File: config.mk
export PLATFORM = sky130hd
export DESIGN_NAME = fft_r2_butterfly_flat
export DESIGN_NICKNAME = d
export VERILOG_FILES = /design/src/rtl/fft_r2_butterfly_if.sv /design/src/rtl/fft_r2_butterfly.sv /design/src/flat_wrapper.sv
export SDC_FILE = /design/constraint.sdc
export NUM_CORES = 2
export LEC_CHECK = 0
export CAP_MARGIN = 20
export CORE_MARGIN = 3
export CORE_UTILIZATION = 59
export DETAILED_ROUTE_END_ITERATION = 6
export PLACE_DENSITY = 0.85
export RECOVER_POWER = 50
export SETUP_SLACK_MARGIN = 0.5
export SYNTH_ARGS = -nofsm -noshare
export SYNTH_HDL_FRONTEND = slang
export SYNTH_SLANG_ARGS = --single-unit
File: constraint.sdc
create_clock -name clk -period 3.7 [get_ports clk]
set_input_delay 0.74 -clock clk [delete_from_list [all_inputs] [get_ports clk]]
set_output_delay 0.74 -clock clk [all_outputs]
set_load 0.05 [all_outputs]
File: src/rtl/fft_r2_butterfly_if.sv
// Handshake and data bundle for the radix-2 butterfly.
// master drives operands and output ready; slave is the butterfly.
interface fft_r2_butterfly_if #(
    parameter int W     = 16,
    parameter int TW_W  = 16,
    parameter int TAG_W = 8
);
    logic                    in_valid;
    logic                    in_ready;
    logic signed [W-1:0]     in_even_re;
    logic signed [W-1:0]     in_even_im;
    logic signed [W-1:0]     in_odd_re;
    logic signed [W-1:0]     in_odd_im;
    logic signed [TW_W-1:0]  tw_re;
    logic signed [TW_W-1:0]  tw_im;
    logic                    in_scale;
    logic                    in_inv;
    logic [TAG_W-1:0]        in_tag;
    logic                    out_valid;
    logic                    out_ready;
    logic signed [W-1:0]     out_x0_re;
    logic signed [W-1:0]     out_x0_im;
    logic signed [W-1:0]     out_x1_re;
    logic signed [W-1:0]     out_x1_im;
    logic [TAG_W-1:0]        out_tag;
    logic                    ovf_sticky;
    logic                    ovf_clr;

    modport master (
        output in_valid, in_even_re, in_even_im,
        output in_odd_re, in_odd_im, tw_re, tw_im,
        output in_scale, in_inv, in_tag,
        output out_ready, ovf_clr,
        input  in_ready, out_valid,
        input  out_x0_re, out_x0_im, out_x1_re, out_x1_im,
        input  out_tag, ovf_sticky
    );

    modport slave (
        input  in_valid, in_even_re, in_even_im,
        input  in_odd_re, in_odd_im, tw_re, tw_im,
        input  in_scale, in_inv, in_tag,
        input  out_ready, ovf_clr,
        output in_ready, out_valid,
        output out_x0_re, out_x0_im, out_x1_re, out_x1_im,
        output out_tag, ovf_sticky
    );
endinterface

File: src/rtl/fft_r2_butterfly.sv
// Pipelined radix-2 DIT butterfly: X0 = E + W*O, X1 = E - W*O.
// Stages: multiply, round+add/sub, scale+saturate (output register).
module fft_r2_butterfly #(
    parameter int W     = 16,
    parameter int TW_W  = 16,
    parameter int TAG_W = 8
) (
    input  logic               clk,
    input  logic               rst_n,
    fft_r2_butterfly_if.slave  bus
);
    localparam int PW  = W + TW_W;
    localparam int SW  = PW + 1;
    localparam int TWD = W + 2;
    localparam int XW  = W + 3;

    localparam logic signed [SW-1:0] HALF =
        {{(SW-TW_W+1){1'b0}}, 1'b1, {(TW_W-2){1'b0}}};
    localparam logic signed [XW:0] ONE  = {{XW{1'b0}}, 1'b1};
    localparam logic signed [XW:0] MAXV =
        {{(XW-W+2){1'b0}}, {(W-1){1'b1}}};
    localparam logic signed [XW:0] MINV =
        {{(XW-W+2){1'b1}}, {(W-1){1'b0}}};

    logic en, fire, rdy_q;

    // S1 state
    logic                   v1, sc1;
    logic [TAG_W-1:0]       tag1;
    logic signed [W-1:0]    e1_re, e1_im;
    logic signed [SW-1:0]   p1_re, p1_im;

    // S2 state
    logic                   v2, sc2;
    logic [TAG_W-1:0]       tag2;
    logic signed [XW-1:0]   x0_re2, x0_im2, x1_re2, x1_im2;

    // S3 / output state
    logic                   v3, ovf_q;
    logic [TAG_W-1:0]       tag3;
    logic signed [W-1:0]    o_x0_re, o_x0_im, o_x1_re, o_x1_im;

    logic signed [PW-1:0]   m_rr, m_ii, m_ir, m_ri;
    logic signed [SW-1:0]   p_re, p_im;
    logic signed [SW-1:0]   r_re, r_im;
    logic signed [TWD-1:0]  t_re, t_im;
    logic [W:0]             s_x0_re, s_x0_im, s_x1_re, s_x1_im;
    logic                   clamp;

    function automatic logic signed [XW:0] scl(
        input logic signed [XW-1:0] x,
        input logic                 s
    );
        logic signed [XW:0] xe;
        xe = (XW+1)'(x);
        return s ? ((xe + ONE) >>> 1) : xe;
    endfunction

    // Top bit flags a clamp, low W bits are the saturated value.
    function automatic logic [W:0] sat(input logic signed [XW:0] v);
        if (v > MAXV)
            return {1'b1, MAXV[W-1:0]};
        else if (v < MINV)
            return {1'b1, MINV[W-1:0]};
        else
            return {1'b0, v[W-1:0]};
    endfunction

    assign en   = !v3 || bus.out_ready;
    assign fire = bus.in_valid && bus.in_ready;

    assign bus.in_ready   = en && rdy_q;
    assign bus.out_valid  = v3;
    assign bus.out_x0_re  = o_x0_re;
    assign bus.out_x0_im  = o_x0_im;
    assign bus.out_x1_re  = o_x1_re;
    assign bus.out_x1_im  = o_x1_im;
    assign bus.out_tag    = tag3;
    assign bus.ovf_sticky = ovf_q;

    assign m_rr = PW'(bus.in_odd_re) * PW'(bus.tw_re);
    assign m_ii = PW'(bus.in_odd_im) * PW'(bus.tw_im);
    assign m_ir = PW'(bus.in_odd_im) * PW'(bus.tw_re);
    assign m_ri = PW'(bus.in_odd_re) * PW'(bus.tw_im);

    // Conjugate by choosing the sign of the cross terms at full width.
    assign p_re = bus.in_inv ? SW'(m_rr) + SW'(m_ii)
                             : SW'(m_rr) - SW'(m_ii);
    assign p_im = bus.in_inv ? SW'(m_ir) - SW'(m_ri)
                             : SW'(m_ir) + SW'(m_ri);

    assign r_re = (p1_re + HALF) >>> (TW_W - 1);
    assign r_im = (p1_im + HALF) >>> (TW_W - 1);
    assign t_re = r_re[TWD-1:0];
    assign t_im = r_im[TWD-1:0];

    assign s_x0_re = sat(scl(x0_re2, sc2));
    assign s_x0_im = sat(scl(x0_im2, sc2));
    assign s_x1_re = sat(scl(x1_re2, sc2));
    assign s_x1_im = sat(scl(x1_im2, sc2));
    assign clamp   = s_x0_re[W] | s_x0_im[W]
                   | s_x1_re[W] | s_x1_im[W];

    always_ff @(posedge clk or negedge rst_n) begin
        if (!rst_n) begin
            rdy_q <= 1'b0;
        end else begin
            rdy_q <= 1'b1;
        end
    end

    always_ff @(posedge clk or negedge rst_n) begin
        if (!rst_n) begin
            v1    <= 1'b0;
            sc1   <= 1'b0;
            tag1  <= '0;
            e1_re <= '0;
            e1_im <= '0;
            p1_re <= '0;
            p1_im <= '0;
        end else if (en) begin
            v1    <= fire;
            sc1   <= bus.in_scale;
            tag1  <= bus.in_tag;
            e1_re <= bus.in_even_re;
            e1_im <= bus.in_even_im;
            p1_re <= p_re;
            p1_im <= p_im;
        end
    end

    always_ff @(posedge clk or negedge rst_n) begin
        if (!rst_n) begin
            v2     <= 1'b0;
            sc2    <= 1'b0;
            tag2   <= '0;
            x0_re2 <= '0;
            x0_im2 <= '0;
            x1_re2 <= '0;
            x1_im2 <= '0;
        end else if (en) begin
            v2     <= v1;
            sc2    <= sc1;
            tag2   <= tag1;
            x0_re2 <= XW'(e1_re) + XW'(t_re);
            x0_im2 <= XW'(e1_im) + XW'(t_im);
            x1_re2 <= XW'(e1_re) - XW'(t_re);
            x1_im2 <= XW'(e1_im) - XW'(t_im);
        end
    end

    always_ff @(posedge clk or negedge rst_n) begin
        if (!rst_n) begin
            v3      <= 1'b0;
            tag3    <= '0;
            o_x0_re <= '0;
            o_x0_im <= '0;
            o_x1_re <= '0;
            o_x1_im <= '0;
        end else if (en) begin
            v3 <= v2;
            if (v2) begin
                tag3    <= tag2;
                o_x0_re <= s_x0_re[W-1:0];
                o_x0_im <= s_x0_im[W-1:0];
                o_x1_re <= s_x1_re[W-1:0];
                o_x1_im <= s_x1_im[W-1:0];
            end
        end
    end

    // A new clamp beats a simultaneous clear request.
    always_ff @(posedge clk or negedge rst_n) begin
        if (!rst_n) begin
            ovf_q <= 1'b0;
        end else if (en && v2 && clamp) begin
            ovf_q <= 1'b1;
        end else if (bus.ovf_clr) begin
            ovf_q <= 1'b0;
        end
    end
endmodule
File: src/flat_wrapper.sv
// flat-port wrapper written by rule: the top's interface ports become plain ports
module fft_r2_butterfly_flat 
#(
    parameter int W     = 16,
    parameter int TW_W  = 16,
    parameter int TAG_W = 8
)
  (clk, rst_n, bus_in_valid, bus_in_even_re, bus_in_even_im, bus_in_odd_re, bus_in_odd_im, bus_tw_re, bus_tw_im, bus_in_scale, bus_in_inv, bus_in_tag, bus_out_ready, bus_ovf_clr, bus_in_ready, bus_out_valid, bus_out_x0_re, bus_out_x0_im, bus_out_x1_re, bus_out_x1_im, bus_out_tag, bus_ovf_sticky);
  fft_r2_butterfly_if #(.W(W), .TW_W(TW_W), .TAG_W(TAG_W)) bus_i ();
  input  logic clk;
  input  logic rst_n;
  input wire logic [$bits(bus_i.in_valid)-1:0] bus_in_valid;
  input wire logic [$bits(bus_i.in_even_re)-1:0] bus_in_even_re;
  input wire logic [$bits(bus_i.in_even_im)-1:0] bus_in_even_im;
  input wire logic [$bits(bus_i.in_odd_re)-1:0] bus_in_odd_re;
  input wire logic [$bits(bus_i.in_odd_im)-1:0] bus_in_odd_im;
  input wire logic [$bits(bus_i.tw_re)-1:0] bus_tw_re;
  input wire logic [$bits(bus_i.tw_im)-1:0] bus_tw_im;
  input wire logic [$bits(bus_i.in_scale)-1:0] bus_in_scale;
  input wire logic [$bits(bus_i.in_inv)-1:0] bus_in_inv;
  input wire logic [$bits(bus_i.in_tag)-1:0] bus_in_tag;
  input wire logic [$bits(bus_i.out_ready)-1:0] bus_out_ready;
  input wire logic [$bits(bus_i.ovf_clr)-1:0] bus_ovf_clr;
  output wire logic [$bits(bus_i.in_ready)-1:0] bus_in_ready;
  output wire logic [$bits(bus_i.out_valid)-1:0] bus_out_valid;
  output wire logic [$bits(bus_i.out_x0_re)-1:0] bus_out_x0_re;
  output wire logic [$bits(bus_i.out_x0_im)-1:0] bus_out_x0_im;
  output wire logic [$bits(bus_i.out_x1_re)-1:0] bus_out_x1_re;
  output wire logic [$bits(bus_i.out_x1_im)-1:0] bus_out_x1_im;
  output wire logic [$bits(bus_i.out_tag)-1:0] bus_out_tag;
  output wire logic [$bits(bus_i.ovf_sticky)-1:0] bus_ovf_sticky;
  assign bus_i.in_valid = bus_in_valid;
  assign bus_i.in_even_re = bus_in_even_re;
  assign bus_i.in_even_im = bus_in_even_im;
  assign bus_i.in_odd_re = bus_in_odd_re;
  assign bus_i.in_odd_im = bus_in_odd_im;
  assign bus_i.tw_re = bus_tw_re;
  assign bus_i.tw_im = bus_tw_im;
  assign bus_i.in_scale = bus_in_scale;
  assign bus_i.in_inv = bus_in_inv;
  assign bus_i.in_tag = bus_in_tag;
  assign bus_i.out_ready = bus_out_ready;
  assign bus_i.ovf_clr = bus_ovf_clr;
  assign bus_in_ready = bus_i.in_ready;
  assign bus_out_valid = bus_i.out_valid;
  assign bus_out_x0_re = bus_i.out_x0_re;
  assign bus_out_x0_im = bus_i.out_x0_im;
  assign bus_out_x1_re = bus_i.out_x1_re;
  assign bus_out_x1_im = bus_i.out_x1_im;
  assign bus_out_tag = bus_i.out_tag;
  assign bus_ovf_sticky = bus_i.ovf_sticky;
  fft_r2_butterfly #(.W(W), .TW_W(TW_W), .TAG_W(TAG_W)) u_core (.clk(clk), .rst_n(rst_n), .bus(bus_i));
endmodule
**After elaboration in Yosys (flattened, before gate mapping)**

Index checks and enable logic that the tools add are counted.
W data, S select, Z words.

- Output and inout port bits: 75
- Input bits: 111
- ROM bits: 0
- Memories kept: 0
- RAM bits: 0
- Bits in latches: 0
- Logic and storage cells: 75
- Bits in registers: 269

- Add/subtract/negate cells: 14
- Bitwise operators: 3
- $mul: 4
- Shifts and indexed selects: 0
- Divide/modulo/power cells: 0
- Magnitude comparators: 8
- Reductions and logical operators: 8
- Equality and inequality tests: 0
- Multiplexer cells: 16

Operators by type and width:

| operator | count |
|---|---|
| $mux W17 | 8 |
| $mul A16 B16 Y32 | 4 |
| $add A19 B2 Y20 const B | 4 |
| $gt A20 B16 Y1 const B | 4 |
| $lt A20 B16 Y1 const B | 4 |
| $mux W20 | 4 |
| $add A32 B32 Y33 | 2 |
| $add A33 B16 Y33 const B | 2 |
| $mux W33 | 2 |
| $sub A32 B32 Y33 | 2 |
| $add A16 B18 Y19 | 2 |
| $sub A16 B18 Y19 | 2 |
| $logic_and A1 B1 Y1 | 4 |
| $or A1 B1 Y1 | 3 |
| $mux W1 | 2 |
| $reduce_and A2 Y1 | 1 |
| $reduce_bool A2 Y1 | 1 |
| $logic_not A1 Y1 | 1 |
| $logic_or A1 B1 Y1 | 1 |

**Depth between registers and ports, before layout**

- Depth in word-level cells: 10
- Mapped depth: 38
- Depth with buffers taken out: 36

**Least setup slack after synthesis**

OpenSTA, ideal clock, no wires.

- Kind: input to register
- Start point: input bus_in_odd_im[7]
- End point: register u_core.p1_re[32]
- Setup slack: -5442 ps
- Arrival: 9018 ps
- Stages on the path: 36
- Buffers on the path: 2
- Required time: 3575 ps
- Library setup time: 125 ps
- Cells stage by stage: clkbuf_1 > nand2_1 > fa_1 > inv_1 > fa_1 > inv_1 > fa_1 > inv_1 > fa_1 > fa_1 > inv_1 > fa_1 > inv_1 > ha_1 > clkbuf_1 > a21o_1 > a21oi_1 > a21bo_2 > a31oi_1 > or2_2 > nor2_1 > xor2_1 > nand2_1 > nor2b_1 > a21oi_1 > xnor2_1 > ha_1 > a2111o_1 > o22a_1 > a21o_1 > a32o_1 > o211ai_1 > nand3_1 > o41ai_1 > xnor3_1 > mux2_2

- Word-level cells in the longest chain between the ends: 3
- Elaborated cells between the ends (all ways): 4
- Those cells by class: 2 x add/sub; 1 x mul; 1 x mux

Ends and longest elaborated chain:

| element | line | text |
|---|---|---|
| from (decl) | flat_wrapper.sv:16 | `input wire logic [$bits(bus_i.in_odd_im)-1:0] bus_in_odd_im;` |
| $mul A16 B16 Y32 (*) | fft_r2_butterfly.sv:82 | `assign m_ii = PW'(bus.in_odd_im) * PW'(bus.tw_im);` |
| $sub A32 B32 Y33 or $add A32 B32 Y33 (tied branches) | fft_r2_butterfly.sv:88, fft_r2_butterfly.sv:87 |  |
| $mux W33 (*) | fft_r2_butterfly.sv:87 | `assign p_re = bus.in_inv ? SW'(m_rr) + SW'(m_ii)` |
| to (signal assigned) | fft_r2_butterfly.sv:127 | `p1_re <= p_re;` |
| to (decl) | fft_r2_butterfly.sv:31 | `logic signed [SW-1:0] p1_re, p1_im;` |

Mark *: on every way between the ends. The rest lies on a longest branch, timed or not.
A chain may end at the register's enable or synchronous reset.

**Worst setup path after layout**

- Start point: input bus_tw_im[6]
- End point: register u_core.p1_im[30]

- Word-level cells in the longest chain between the ends: 3
- Elaborated cells between the ends (all ways): 4
- Those cells by class: 2 x add/sub; 1 x mul; 1 x mux

Ends and longest elaborated chain:

| element | line | text |
|---|---|---|
| from (decl) | flat_wrapper.sv:18 | `input wire logic [$bits(bus_i.tw_im)-1:0] bus_tw_im;` |
| $mul A16 B16 Y32 (*) | fft_r2_butterfly.sv:84 | `assign m_ri = PW'(bus.in_odd_re) * PW'(bus.tw_im);` |
| $add A32 B32 Y33 or $sub A32 B32 Y33 (tied branches) | fft_r2_butterfly.sv:90, fft_r2_butterfly.sv:89 |  |
| $mux W33 (*) | fft_r2_butterfly.sv:89 | `assign p_im = bus.in_inv ? SW'(m_ir) - SW'(m_ri)` |
| to (signal assigned) | fft_r2_butterfly.sv:128 | `p1_im <= p_im;` |
| to (decl) | fft_r2_butterfly.sv:31 |  |

Marks and branches as above.

==> results.md <==
* Status: finished, violations left
* Failing checks: DRC, capacitance limit, slew limit, setup timing
* Routed length on met1 at just under 70000 um
* Max Cap Viol at 1
* Gr usage total at a little under two fifths
* First-pass GRT wire length at ~300000 um
* Synth top area share at 36.7%
* Via density at 6.00
* Die W at 318 um
* Initial DRC count at roughly 5400
* Post-synthesis cell area at about 57000 um^2
* Die ar. at between 100000 and 150000 um^2
* Worst hold endpoint: u_core.tag2[2]
* Critical Path RT at slightly above 4000 ps
* Netlist cell types at 84
* Layout Nets at ~9300
* CTS tree: done
* Syn avg cell area at roughly 8.6 um^2
* Floorplan core area at 95700 um^2
* Reg-to-Reg End: u_core.x0_re2[18]
* DRC Markers at 7
* Final setup margin at -5470 ps
* Hold Fails Final Rpt at 0
* Share of cells above drive strength 1 at approximately 24%
* Starting Density at roughly 60%
* Filler instances at between 5000 and 6000
* TritonCTS buffer count at 25
* WL/cell at around 23 um
* RD Place Congestion at between 1 and 1.5
* Post-Syn Instances at 6649
* Vias in the first global route at approximately 56000
* Synth warnings at 0
* IO Port Bufs at between 150 and 200
* Hold WS at 459 ps
* CTS root buffer: clkbuf_16
* DR WL met2 at 92300 um
* Grt ovf at 0
* Hold Buf Count CTS at 0
* Pin count of the biggest net entering global routing at ~110
* Hpwl dp at 142000 um
* Syn-to-layout area delta at 29.2%
* Flops & latches, synth at about 240
* WS Path Type: in -> reg
* Clk Latency, worst-skew pair at about 560 ps
* Crit path launch type: input port
* CP Max Fanout at 7
* Antenna Nets Post-Route at 0
* Number of synthesized flops with an enable pin at 0
* Final WL at approximately 200000 um
* Clk sinks at 239
* Number of placement rows at between 100 and 150
* DRT Pass-1 Iters at 7
* Vias at 53890
* # H-tree levels at 1
* Fin cells at ~9000
* Post-synthesis sequential area ratio at a little over a tenth
* Worst Setup End Kind: flip-flop
* R2R depth at 15
* Slowest stage delay, CP at a little over 600 ps
* Final setup viols at 38
* Die Ht at 318 um
* Post-Syn Nets at 8284
* Min-delay src: u_core.tag2[2]
* Slew at the pin with the worst max-slew slack at about 2700 ps
* Top-Level Pins at about 190
* Met3 WL at 23100 um
* CP arrival at between 9000 and 10000 ps
* F_max at about 110 MHz
* CP max-delay cell: fa_2
* Max Used Layer: met5
* Post-synth top area cell: fa_1
* Hold depth at 2
* Worst Skew at around 27 ps
* RSZ-0062 raised after global routing: yes
* DP Cell Count at 8666
* Top FF cell, synth: dfrtp_1
* Initial antenna violation count at 3
* R2r setup slk at 0 ps
* Worst slew margin at -78.0%
* Ys async rst share at 100%
* Final Critical Period at a little over 9000 ps
* Max Slew Vio Count at approximately 110
* CTS max path bufs at 3
* CTS clk-pin slew, worst paths at about 60 ps
* Final period util at 248%
* Worst r2r src: u_core.p1_re[15]
* Worst hold path class: reg -> reg
* Top post-synthesis cells by area: fa_1 37%, dfrtp_1 10%, ha_1 10%
[placed cells by master (no fill, tap or decap), types with 72 or more instances in the layout]
master / n
xor2_1: 81
xnor2_1: 179
ha_1: 401
clkdlybuf4s50_1: 129
dfrtp_1: 228
a21oi_1: 257
nand3_1: 72
fa_1: 1018
nor2_1: 220
o21ai_0: 168
buf_6: 100
and2_1: 407
inv_1: 1196
buf_4: 946
nand2_1: 917
[kinds of logic after synthesis]
group                    after synthesis  share of synthesized area, %
other                                  1                       0.00653
buffers and inverters               1554                          10.2
flip-flops                           239                          10.4
adder cells (fa/ha/maj)             1524                          47.0
AND/OR/NAND/NOR                     2068                          17.2
XOR/XNOR                             326                          5.05
AO/OA/AOI/OAI                        914                          9.76
multiplexers                          23                         0.429
[state kept, by name (all words and copies together), names as in the netlist, 18 cells and up]
| name | count |
|---|---|
| u_core.x0_re2 | 18 |
| u_core.x0_im2 | 18 |
| u_core.p1_re | 19 |
| u_core.x1_re2 | 19 |
| u_core.p1_im | 19 |
| u_core.x1_im2 | 19 |
[cell usage after synthesis (8+ instances only)]
master,count
o22ai_1,8
o31a_1,8
inv_1,1249
nor2_1,251
nand2b_1,74
nand4_1,27
a21boi_0,9
a21o_1,67
xnor2_1,223
o31ai_1,25
nand2_1,947
clkbuf_1,290
or3_1,20
or2_2,10
nor3b_1,14
and2_1,455
mux2i_1,10
o311ai_0,13
buf_1,13
nor2b_1,32
dfrtp_1,239
a32o_1,10
o211ai_1,13
fa_1,1052
ha_1,472
o21bai_1,31
o21a_1,34
o21ai_0,222
nor3_1,59
a211oi_1,27
a21oi_1,334
xor2_1,100
a211o_1,10
and3_1,37
a31oi_1,37
mux2_2,13
nor4_1,17
and4_1,10
nand3_1,86
[timing repair]
item / CTS / global route
buffers inserted: 172 / 80
cloned: 15 / 4
gates resized for setup: 582 / 366
endpoints found under the setup margin: 64 / 78
pin swaps: 250 / 263
[stage by stage]
step	area (um^2)	util [%]	setup slack, ps	TNS [ps]
2_1_floorplan	58300	-	-4980	-143750
3_3_place_gp	67400	70.4	-5830	-195420
3_5_place_dp	67400	70.4	-6050	-199750
4_1_cts	72000	75.2	-4720	-154870
5_1_grt	74200	77.5	-5700	-181910
6_report	74200	77.5	-5470	-176910
[how the worst max path moves through the flow]
stage	start	end	slack, ps	cells past startpoint
2_1_floorplan	bus_tw_im[10]	u_core.p1_re[32]	-4980	35
3_3_place_gp	bus_tw_im[5]	u_core.p1_re[32]	-5830	34
3_5_place_dp	bus_tw_im[5]	u_core.p1_re[32]	-6050	34
4_1_cts	bus_in_odd_im[7]	u_core.p1_re[32]	-4720	36
5_1_grt	bus_tw_im[6]	u_core.p1_im[30]	-5700	36
6_report	bus_tw_im[6]	u_core.p1_im[30]	-5470	35
[metal layers]
layer	global-route usage [%]	vias up
met4	26.7	2
met2	59.3	3683
met5	0	-
met3	8.55	1317
li1	-	22673
met1	43.4	26215
[cell type report]
type	count	area (um^2)	share of cell area (%)
inverter	1249	4700	6.33
tap	1265	1580	2.13
antenna	3	7.51	0.0101
sequential	239	6000	8.09
clock buffer	31	688	0.928
multi-input combinational	4856	49100	66.1
timing repair buffer	1328	12000	16.2
clock inverter	14	131	0.177
[worst max-delay path: cells and delay by family]
kind / cells / cell delay (ps)
adder cells (fa/ha/maj): 8 / 3980
AO/OA/AOI/OAI: 8 / 1480
AND/OR/NAND/NOR: 7 / 1350
buffers and inverters: 9 / 1060
XOR/XNOR: 3 / 930
Power is not shown: default switching activity piles up to over one toggle a cycle in this logic, so the estimate is an artifact.
